File: config.mk
export PLATFORM = sky130hd
export DESIGN_NAME = cic_decim_ctrl_flat
export DESIGN_NICKNAME = d
export VERILOG_FILES = /design/src/rtl/cic_decim_ctrl_if.sv /design/src/rtl/cic_decim_ctrl.sv /design/src/flat_wrapper.sv
export SDC_FILE = /design/constraint.sdc
export NUM_CORES = 1
export LEC_CHECK = 0
export ABC_AREA = 0
export BUFFER_PORTS_ARGS = -buffer_cell sky130_fd_sc_hd__buf_4
export CAP_MARGIN = 20
export CORE_ASPECT_RATIO = 0.7
export CORE_UTILIZATION = 55
export CTS_BUF_LIST = sky130_fd_sc_hd__clkbuf_4
export CTS_CLUSTER_SIZE = 40
export DETAILED_ROUTE_END_ITERATION = 10
export PLACE_DENSITY_LB_ADDON = 0.25
export SYNTH_ARGS = -nofsm -noshare
export SYNTH_HDL_FRONTEND = slang
export SYNTH_SLANG_ARGS = --single-unit
export TNS_END_PERCENT = 30
File: constraint.sdc
create_clock -name clk -period 2.9 [get_ports clk]
set_input_delay 0.145 -clock clk [delete_from_list [all_inputs] [get_ports clk]]
set_output_delay 0.145 -clock clk [all_outputs]
set_load 0.02 [all_outputs]
File: src/rtl/cic_decim_ctrl_if.sv
// Rate-configuration stream for the CIC decimator sequencer.
// The master offers a decimation ratio; the slave accepts it with tready.
interface cic_decim_ctrl_if #(
  parameter int RATE_WIDTH = 6
);
  logic [RATE_WIDTH-1:0] tdata;
  logic                  tvalid;
  logic                  tready;

  modport master (output tdata, output tvalid, input tready);
  modport slave  (input tdata, input tvalid, output tready);
endinterface

File: src/rtl/cic_decim_ctrl.sv
// Run-time sequencer for the CIC decimator: flushes the integrator/comb chain on a ratio change,
// generates the keep-sample strobe and masks output until the combs hold valid history.
module cic_decim_ctrl #(
  parameter int CIC_R_MAX     = 32,
  parameter int CIC_R_DEFAULT = 4,
  parameter int CIC_N         = 3,
  parameter int FLUSH_CYCLES  = 4,
  parameter int RATE_WIDTH    = $clog2(CIC_R_MAX + 1)
) (
  input  logic                  clk,
  input  logic                  reset_n,
  cic_decim_ctrl_if.slave       s_axis_rate,
  input  logic                  s_axis_in_tvalid,
  output logic                  dp_reset_n,
  output logic                  dp_decim_strobe,
  output logic                  out_enable,
  output logic                  busy,
  output logic                  rate_err,
  output logic [RATE_WIDTH-1:0] cur_rate
);

  localparam int DECIM_W  = (CIC_R_MAX > 1) ? $clog2(CIC_R_MAX) : 1;
  localparam int FLUSH_W  = (FLUSH_CYCLES > 1) ? $clog2(FLUSH_CYCLES + 1) : 1;
  localparam int SETTLE_W = (CIC_N > 1) ? $clog2(CIC_N + 1) : 1;

  typedef enum logic [1:0] {
    FLUSH,
    SETTLE,
    RUN
  } state_t;

  state_t                state_q, state_d;
  logic [FLUSH_W-1:0]    flush_cnt, flush_d;
  logic [SETTLE_W-1:0]   settle_cnt, settle_d;
  logic [DECIM_W-1:0]    decim_cnt, decim_d;
  logic [RATE_WIDTH-1:0] rate_d;
  logic                  err_d;
  logic                  decim_last;
  logic                  rate_legal;

  assign decim_last = (RATE_WIDTH'(decim_cnt) == (cur_rate - RATE_WIDTH'(1)));
  assign rate_legal = (s_axis_rate.tdata != '0) &&
                      (s_axis_rate.tdata <= RATE_WIDTH'(CIC_R_MAX));

  assign dp_decim_strobe    = s_axis_in_tvalid & decim_last & (state_q != FLUSH);
  assign dp_reset_n         = (state_q != FLUSH);
  assign out_enable         = (state_q == RUN);
  assign busy               = (state_q != RUN);
  assign s_axis_rate.tready = (state_q == RUN);

  always_comb begin
    state_d  = state_q;
    flush_d  = flush_cnt;
    settle_d = settle_cnt;
    decim_d  = decim_cnt;
    rate_d   = cur_rate;
    err_d    = 1'b0;

    if ((state_q != FLUSH) && s_axis_in_tvalid) begin
      decim_d = decim_last ? '0 : decim_cnt + DECIM_W'(1);
    end

    unique case (state_q)
      FLUSH: begin
        decim_d  = '0;
        settle_d = '0;
        if (flush_cnt == FLUSH_W'(FLUSH_CYCLES - 1)) begin
          state_d = SETTLE;
          flush_d = '0;
        end else begin
          flush_d = flush_cnt + FLUSH_W'(1);
        end
      end
      SETTLE: begin
        // Each strobe pushes one more sample of history into the combs.
        if (dp_decim_strobe) begin
          if (settle_cnt == SETTLE_W'(CIC_N - 1)) begin
            state_d  = RUN;
            settle_d = '0;
          end else begin
            settle_d = settle_cnt + SETTLE_W'(1);
          end
        end
      end
      RUN: begin
        // tready is high throughout RUN, so tvalid here is a completed transfer.
        if (s_axis_rate.tvalid) begin
          if (rate_legal) begin
            rate_d   = s_axis_rate.tdata;
            state_d  = FLUSH;
            flush_d  = '0;
            decim_d  = '0;
            settle_d = '0;
          end else begin
            err_d = 1'b1;
          end
        end
      end
      default: state_d = FLUSH;
    endcase
  end

  always_ff @(posedge clk) begin
    if (!reset_n) begin
      state_q    <= FLUSH;
      flush_cnt  <= '0;
      settle_cnt <= '0;
      decim_cnt  <= '0;
      cur_rate   <= RATE_WIDTH'(CIC_R_DEFAULT);
      rate_err   <= 1'b0;
    end else begin
      state_q    <= state_d;
      flush_cnt  <= flush_d;
      settle_cnt <= settle_d;
      decim_cnt  <= decim_d;
      cur_rate   <= rate_d;
      rate_err   <= err_d;
    end
  end

endmodule
File: src/flat_wrapper.sv
// flat-port wrapper written by rule: the top's interface ports become plain ports
module cic_decim_ctrl_flat 
#(
  parameter int CIC_R_MAX     = 32,
  parameter int CIC_R_DEFAULT = 4,
  parameter int CIC_N         = 3,
  parameter int FLUSH_CYCLES  = 4,
  parameter int RATE_WIDTH    = $clog2(CIC_R_MAX + 1)
)
  (clk, reset_n, s_axis_in_tvalid, dp_reset_n, dp_decim_strobe, out_enable, busy, rate_err, cur_rate, s_axis_rate_tdata, s_axis_rate_tvalid, s_axis_rate_tready);
  cic_decim_ctrl_if #(.RATE_WIDTH(RATE_WIDTH)) s_axis_rate_i ();
  input  logic clk;
  input  logic reset_n;
  input  logic s_axis_in_tvalid;
  output logic dp_reset_n;
  output logic dp_decim_strobe;
  output logic out_enable;
  output logic busy;
  output logic rate_err;
  output logic [RATE_WIDTH-1:0] cur_rate;
  input wire logic [$bits(s_axis_rate_i.tdata)-1:0] s_axis_rate_tdata;
  input wire logic [$bits(s_axis_rate_i.tvalid)-1:0] s_axis_rate_tvalid;
  output wire logic [$bits(s_axis_rate_i.tready)-1:0] s_axis_rate_tready;
  assign s_axis_rate_i.tdata = s_axis_rate_tdata;
  assign s_axis_rate_i.tvalid = s_axis_rate_tvalid;
  assign s_axis_rate_tready = s_axis_rate_i.tready;
  cic_decim_ctrl #(.CIC_R_MAX(CIC_R_MAX), .CIC_R_DEFAULT(CIC_R_DEFAULT), .CIC_N(CIC_N), .FLUSH_CYCLES(FLUSH_CYCLES), .RATE_WIDTH(RATE_WIDTH)) u_core (.clk(clk), .reset_n(reset_n), .s_axis_rate(s_axis_rate_i), .s_axis_in_tvalid(s_axis_in_tvalid), .dp_reset_n(dp_reset_n), .dp_decim_strobe(dp_decim_strobe), .out_enable(out_enable), .busy(busy), .rate_err(rate_err), .cur_rate(cur_rate));
endmodule
* Yosys cells after proc, flatten, opt, wreduce, memory -nomap -nowiden *
Index checks and enable logic that the tools add are counted.

storage, ports and cells
  output and inout port bits = 12
  register bits = 19
  memories kept = 0
  input port bits = 10
  ROM bits = 0
  memory bits (writable) = 0
  latch bits = 0

operators by class
  eq/ne operators = 11
  muxes and demuxes = 19
  shifts and indexed selects = 0
  magnitude comparators = 1
  reductions and logical operators = 12
  multiply operators = 0
  $add $sub $neg = 4
  div/mod/pow operators = 0
  bitwise logic cells = 2

operators by type and width
  cell                                                    count
  2-to-1 mux 5 bit                                        4
  2-to-1 mux 2 bit                                        7
  case mux 2 bit (3 select lines)                         2
  case mux 5 bit (2 select lines)                         1
  2-to-1 mux 3 bit                                        3
  AND reduction 3 bit                                     3
  inequality test 2 x 1 -> 1 bit (second input constant)  4
  == test 5 x 6 -> 1 bit                                  1
  <= comparator 6 bit (second input constant)             1
  case mux 3 bit (2 select lines)                         1
  nonzero test 6 bit                                      1
  subtractor 6 x 1 -> 6 bit (second input constant)       1
  adder 5 x 1 -> 5 bit (second input constant)            1
  AND reduction 5 bit                                     1
  == test 2 bit (second input constant)                   2
  inequality test 2 bit (second input constant)           2
  AND reduction 4 bit                                     1
  nonzero test 2 bit                                      2
  adder 3 x 1 -> 3 bit (second input constant)            1
  == test 3 x 2 -> 1 bit (second input constant)          1
  nonzero test 3 bit                                      1
  adder 2 x 1 -> 2 bit (second input constant)            1
  bitwise AND 1 bit                                       2
  == test 2 x 1 -> 1 bit (second input constant)          1
  other kinds (3)                                         4

* Depth between registers and ports, before layout *
  depth after elaboration = 7
  gate-level depth with buffers = 7
  depth with buffers taken out = 7

* Worst setup path before layout *
OpenSTA, ideal clock, no wires.

  path type = reg-to-reg
  from = register u_core.cur_rate[0]
  to = register u_core.settle_cnt[0]
  period minus slack after synthesis = 2240 ps
  buffers on the path = 0
  path slack = 660 ps
  required time = 2778 ps
  stages on the path, launching flop included = 8
  library setup time = 122 ps
  arrival time = 2118 ps
  cells stage by stage = dfxtp_1 -> inv_1 -> ha_1 -> xor2_1 -> nand3_1 -> or4b_4 -> a2111o_1 -> o311a_1

on the way
  longest elaborated chain between the ends = 6

RTL lines
  element                                 line                   text
  start, declared                         cic_decim_ctrl.sv:19   output logic [RATE_WIDTH-1:0] cur_rate
  start signal, assigned                  cic_decim_ctrl.sv:109  cur_rate <= RATE_WIDTH'(CIC_R_DEFAULT);
  start signal, assigned                  cic_decim_ctrl.sv:116  cur_rate <= rate_d;
  subtractor 6 x 1 -> 6 bit               cic_decim_ctrl.sv:41   assign decim_last = (RATE_WIDTH'(decim_cnt) == (cur_rate - RATE_WIDTH'(1)));
  == test 5 x 6 -> 1 bit                  cic_decim_ctrl.sv:41
  bitwise AND 1 bit (2 in series)         cic_decim_ctrl.sv:45   assign dp_decim_strobe = s_axis_in_tvalid & decim_last & (state_q != FLUSH);
  inequality test 2 bit (no source line)  n/a
  AND reduction 4 bit (no source line)    n/a
  end signal, assigned                    cic_decim_ctrl.sv:114  settle_cnt <= settle_d;
  end, declared                           cic_decim_ctrl.sv:34   logic [SETTLE_W-1:0] settle_cnt, settle_d;

Every way passes these cells.
A chain may end at the register's enable or synchronous reset.

* Worst setup path after layout *
  from = register u_core.cur_rate[0]
  to = output dp_decim_strobe

on the way
  longest elaborated chain between the ends = 4

RTL lines
  element                          line                  text
  subtractor 6 x 1 -> 6 bit        cic_decim_ctrl.sv:41
  == test 5 x 6 -> 1 bit           cic_decim_ctrl.sv:41
  bitwise AND 1 bit (2 in series)  cic_decim_ctrl.sv:45
  end, declared                    flat_wrapper.sv:16    output logic dp_decim_strobe;

Every way passes these cells.

==> results.sh <==
export IMPL_postSynthCellCount=117
export IMPL_vias_per_cell=5.591
export IMPL_fin_nets=152
export IMPL_gp_congestion=0.7580
export IMPL_clk_pin_slew_ns=0.11
export IMPL_fin_cells=159
export IMPL_antenna_found_initial=0
export IMPL_slew_headroom_pct=64.44
export IMPL_post_cts_resize_count=0
export IMPL_period_share_pct=85.28
export IMPL_cts_sinks=19
export IMPL_grtUsageTotal_pct=24.41
export IMPL_seqCellArea_um2=380.4
export IMPL_grt_pass1_vias=770
export IMPL_post_synth_top_count_cell="dfxtp_1"
export IMPL_drtPass1Iterations=4
export IMPL_hold_viol=0
export IMPL_cts_made_buffers=3
export IMPL_synth_seq_cells=19
export IMPL_start_util_pct=62.13
export IMPL_worstPathMaxFanout=7
export IMPL_cp_end_kind="output port"
export IMPL_cts_tree="yes"
export IMPL_fillers=126
export IMPL_synth_edf_count=0
export IMPL_overflow=0
export IMPL_final_setup_tns_ns=0
export IMPL_dp_cells=155
export IMPL_synth_area_top_cells="dfxtp_1, mux2i_1, nor3_1, nor2b_1, xor2_1"
export IMPL_power_density_nw_per_um2=399.7
export IMPL_yosysTopAreaCellShare_pct=36.41
export IMPL_cts_root_buf="clkbuf_4"
export IMPL_coreArea_um2=1682
export IMPL_std_cell_rows=12
export IMPL_grt_pass1_wl_um=3415
export IMPL_die_w_um=54.09
export IMPL_route_detailed_drc=0
export IMPL_max_freq_mhz=404.3
export IMPL_syn_avg_cell_area_um2=8.930
export IMPL_synth_flop_cell="dfxtp_1"
export IMPL_die_area_um2=2081
export IMPL_cp_start_kind="flip-flop"
export IMPL_worst_ep_arrival_time_ns=2.33
export IMPL_cts_setup_buffers=0
export IMPL_worst_ir_drop_vdd_mv=0.3187
export IMPL_crit_required_ns=2.76
export IMPL_drv_slew=0
export IMPL_syn_to_final_growth_pct=18.56
export IMPL_skew_ns=0.01498
export IMPL_drt_iter0_markers=13
export IMPL_drt_total_wl_um=2127
export IMPL_synth_common_cells="dfxtp_1, nor3_1, mux2i_1, nor2b_1, nor2_1"
export IMPL_hp_class="input port to flip-flop"
export IMPL_p_leak_nw=0.5518
export IMPL_vias=889
export IMPL_maxCapViolations=0
export IMPL_synth_cell_types=35
export IMPL_ant_nets=0
export IMPL_setup_violations=0
export IMPL_cts_buffer_depth=2
export IMPL_antennaDiodeCount=0
export IMPL_syn_num_nets=130
export IMPL_async_flop_share_pct=0
export IMPL_dr_wl_met3_um=106
export IMPL_outcome="finished, final reports clean"
export IMPL_wl_met1_um=1108
export IMPL_wl_per_cell_um=13.38
export IMPL_netlist_area_um2=1045
export IMPL_ys_seq_area_share_pct=36.41
export IMPL_htreeDepth=1
export IMPL_io_pins=22
export IMPL_portBuffers=21
export IMPL_rsz0062_at_grt="false"
export IMPL_yosys_area_top_type="dfxtp_1"
export IMPL_cts_hold_buf=0
export IMPL_dpl_hpwl_um=1606
export IMPL_multi_input_area_um2=625.6
export IMPL_synth_warning_count=0
export IMPL_wl_met2_um=898
export IMPL_clk_latency_ns=0.30
export IMPL_die_y_um=38.47
export IMPL_grt_max_degree=17
export IMPL_tightestPinTransition_ns=0.5334
export IMPL_drive_gt1_share_pct=21.01
export IMPL_period_minus_slack_ns=2.473
export IMPL_top_layer_used="met4"
export IMPL_worst_setup_path_type="flip-flop to output port"
[power breakdown]
group	switching, mW	internal, mW
Sequential	0.00887	0.272
Clock	0.0811	0.0630
Combinational	0.0349	0.0355
[per-stage QoR]
step	power, mW	setup slack, ns	area [um2]	hold WS, ns	util, %
floorplan	0.3317	0.6602	1045	0.2701	-
global placement	0.3538	0.7626	1209	0.3724	71.88
detailed placement	0.3570	0.6974	1209	0.3773	71.88
CTS	0.5016	0.4108	1239	0.04957	73.66
global route	0.5186	0.2861	1239	0.06110	73.66
finish	0.4950	0.4267	1239	0.05604	73.66
[flip-flops by register name, summed over array words and instances (netlist names)]
register	count
u_core.rate_err	1
u_core.cur_rate	6
u_core.settle_cnt	2
u_core.flush_cnt	3
u_core.state_q	2
u_core.decim_cnt	5
[worst max-delay path, cell delays in order, from the launching register on]
cell	delay (ns)
dfxtp_1	0.47
inv_1	0.07
ha_1	0.30
xor2_1	0.13
nand3_1	0.08
or4b_4	0.59
nor2_4	0.20
buf_4	0.17
[cell usage in the layout, fill, tap and decap left out, types with 5 or more instances in the layout]
master,n
nor2b_1,9
mux2i_1,9
dfxtp_1,19
nand2_1,6
nor2_1,7
xor2_1,6
inv_1,5
nor3_1,12
buf_4,21
[final cells by class]
| class | count | area share [%] |
|---|---|---|
| Clock buffer | 4 | 2.424 |
| Inverter | 5 | 1.515 |
| Multi-Input combinational cell | 89 | 50.50 |
| Sequential cell | 19 | 30.71 |
| Tap cell | 21 | 2.121 |
| Timing Repair Buffer | 21 | 12.73 |
[layer usage]
layer | vias to the layer above | GRT usage [%]
li1 | 460 | -
met1 | 409 | 31.10
met2 | 18 | 38.58
met3 | 2 | 8.333
met4 | 0 | 7.692
met5 | - | 0
[path summary, 6_finish.rpt]
kind	from	to	slack, ns	cells after the start
max reg2reg	u_core.cur_rate[0]$_SDFFE_PN0P_	u_core.settle_cnt[0]$_SDFFE_PN0P_	0.66	7
max	u_core.cur_rate[0]$_SDFFE_PN0P_	dp_decim_strobe	0.43	7
min	s_axis_rate_tdata[2]	u_core.cur_rate[2]$_SDFFE_PN1P_	0.06	3
min reg2reg	u_core.flush_cnt[2]$_SDFFE_PN0P_	u_core.flush_cnt[2]$_SDFFE_PN0P_	0.50	1
[logic make-up after synthesis]
family                     share of synthesized area (%)
and+or+nand+nor                                    30.66
AOI/OAI and AO/OA                                  8.622
muxes                                              8.623
adders and majority gates                          3.593
buffers and inverters                              3.713
xor gates and xnor gates                           8.383
DFF                                                36.41
Power figures use the tool's default switching activity.
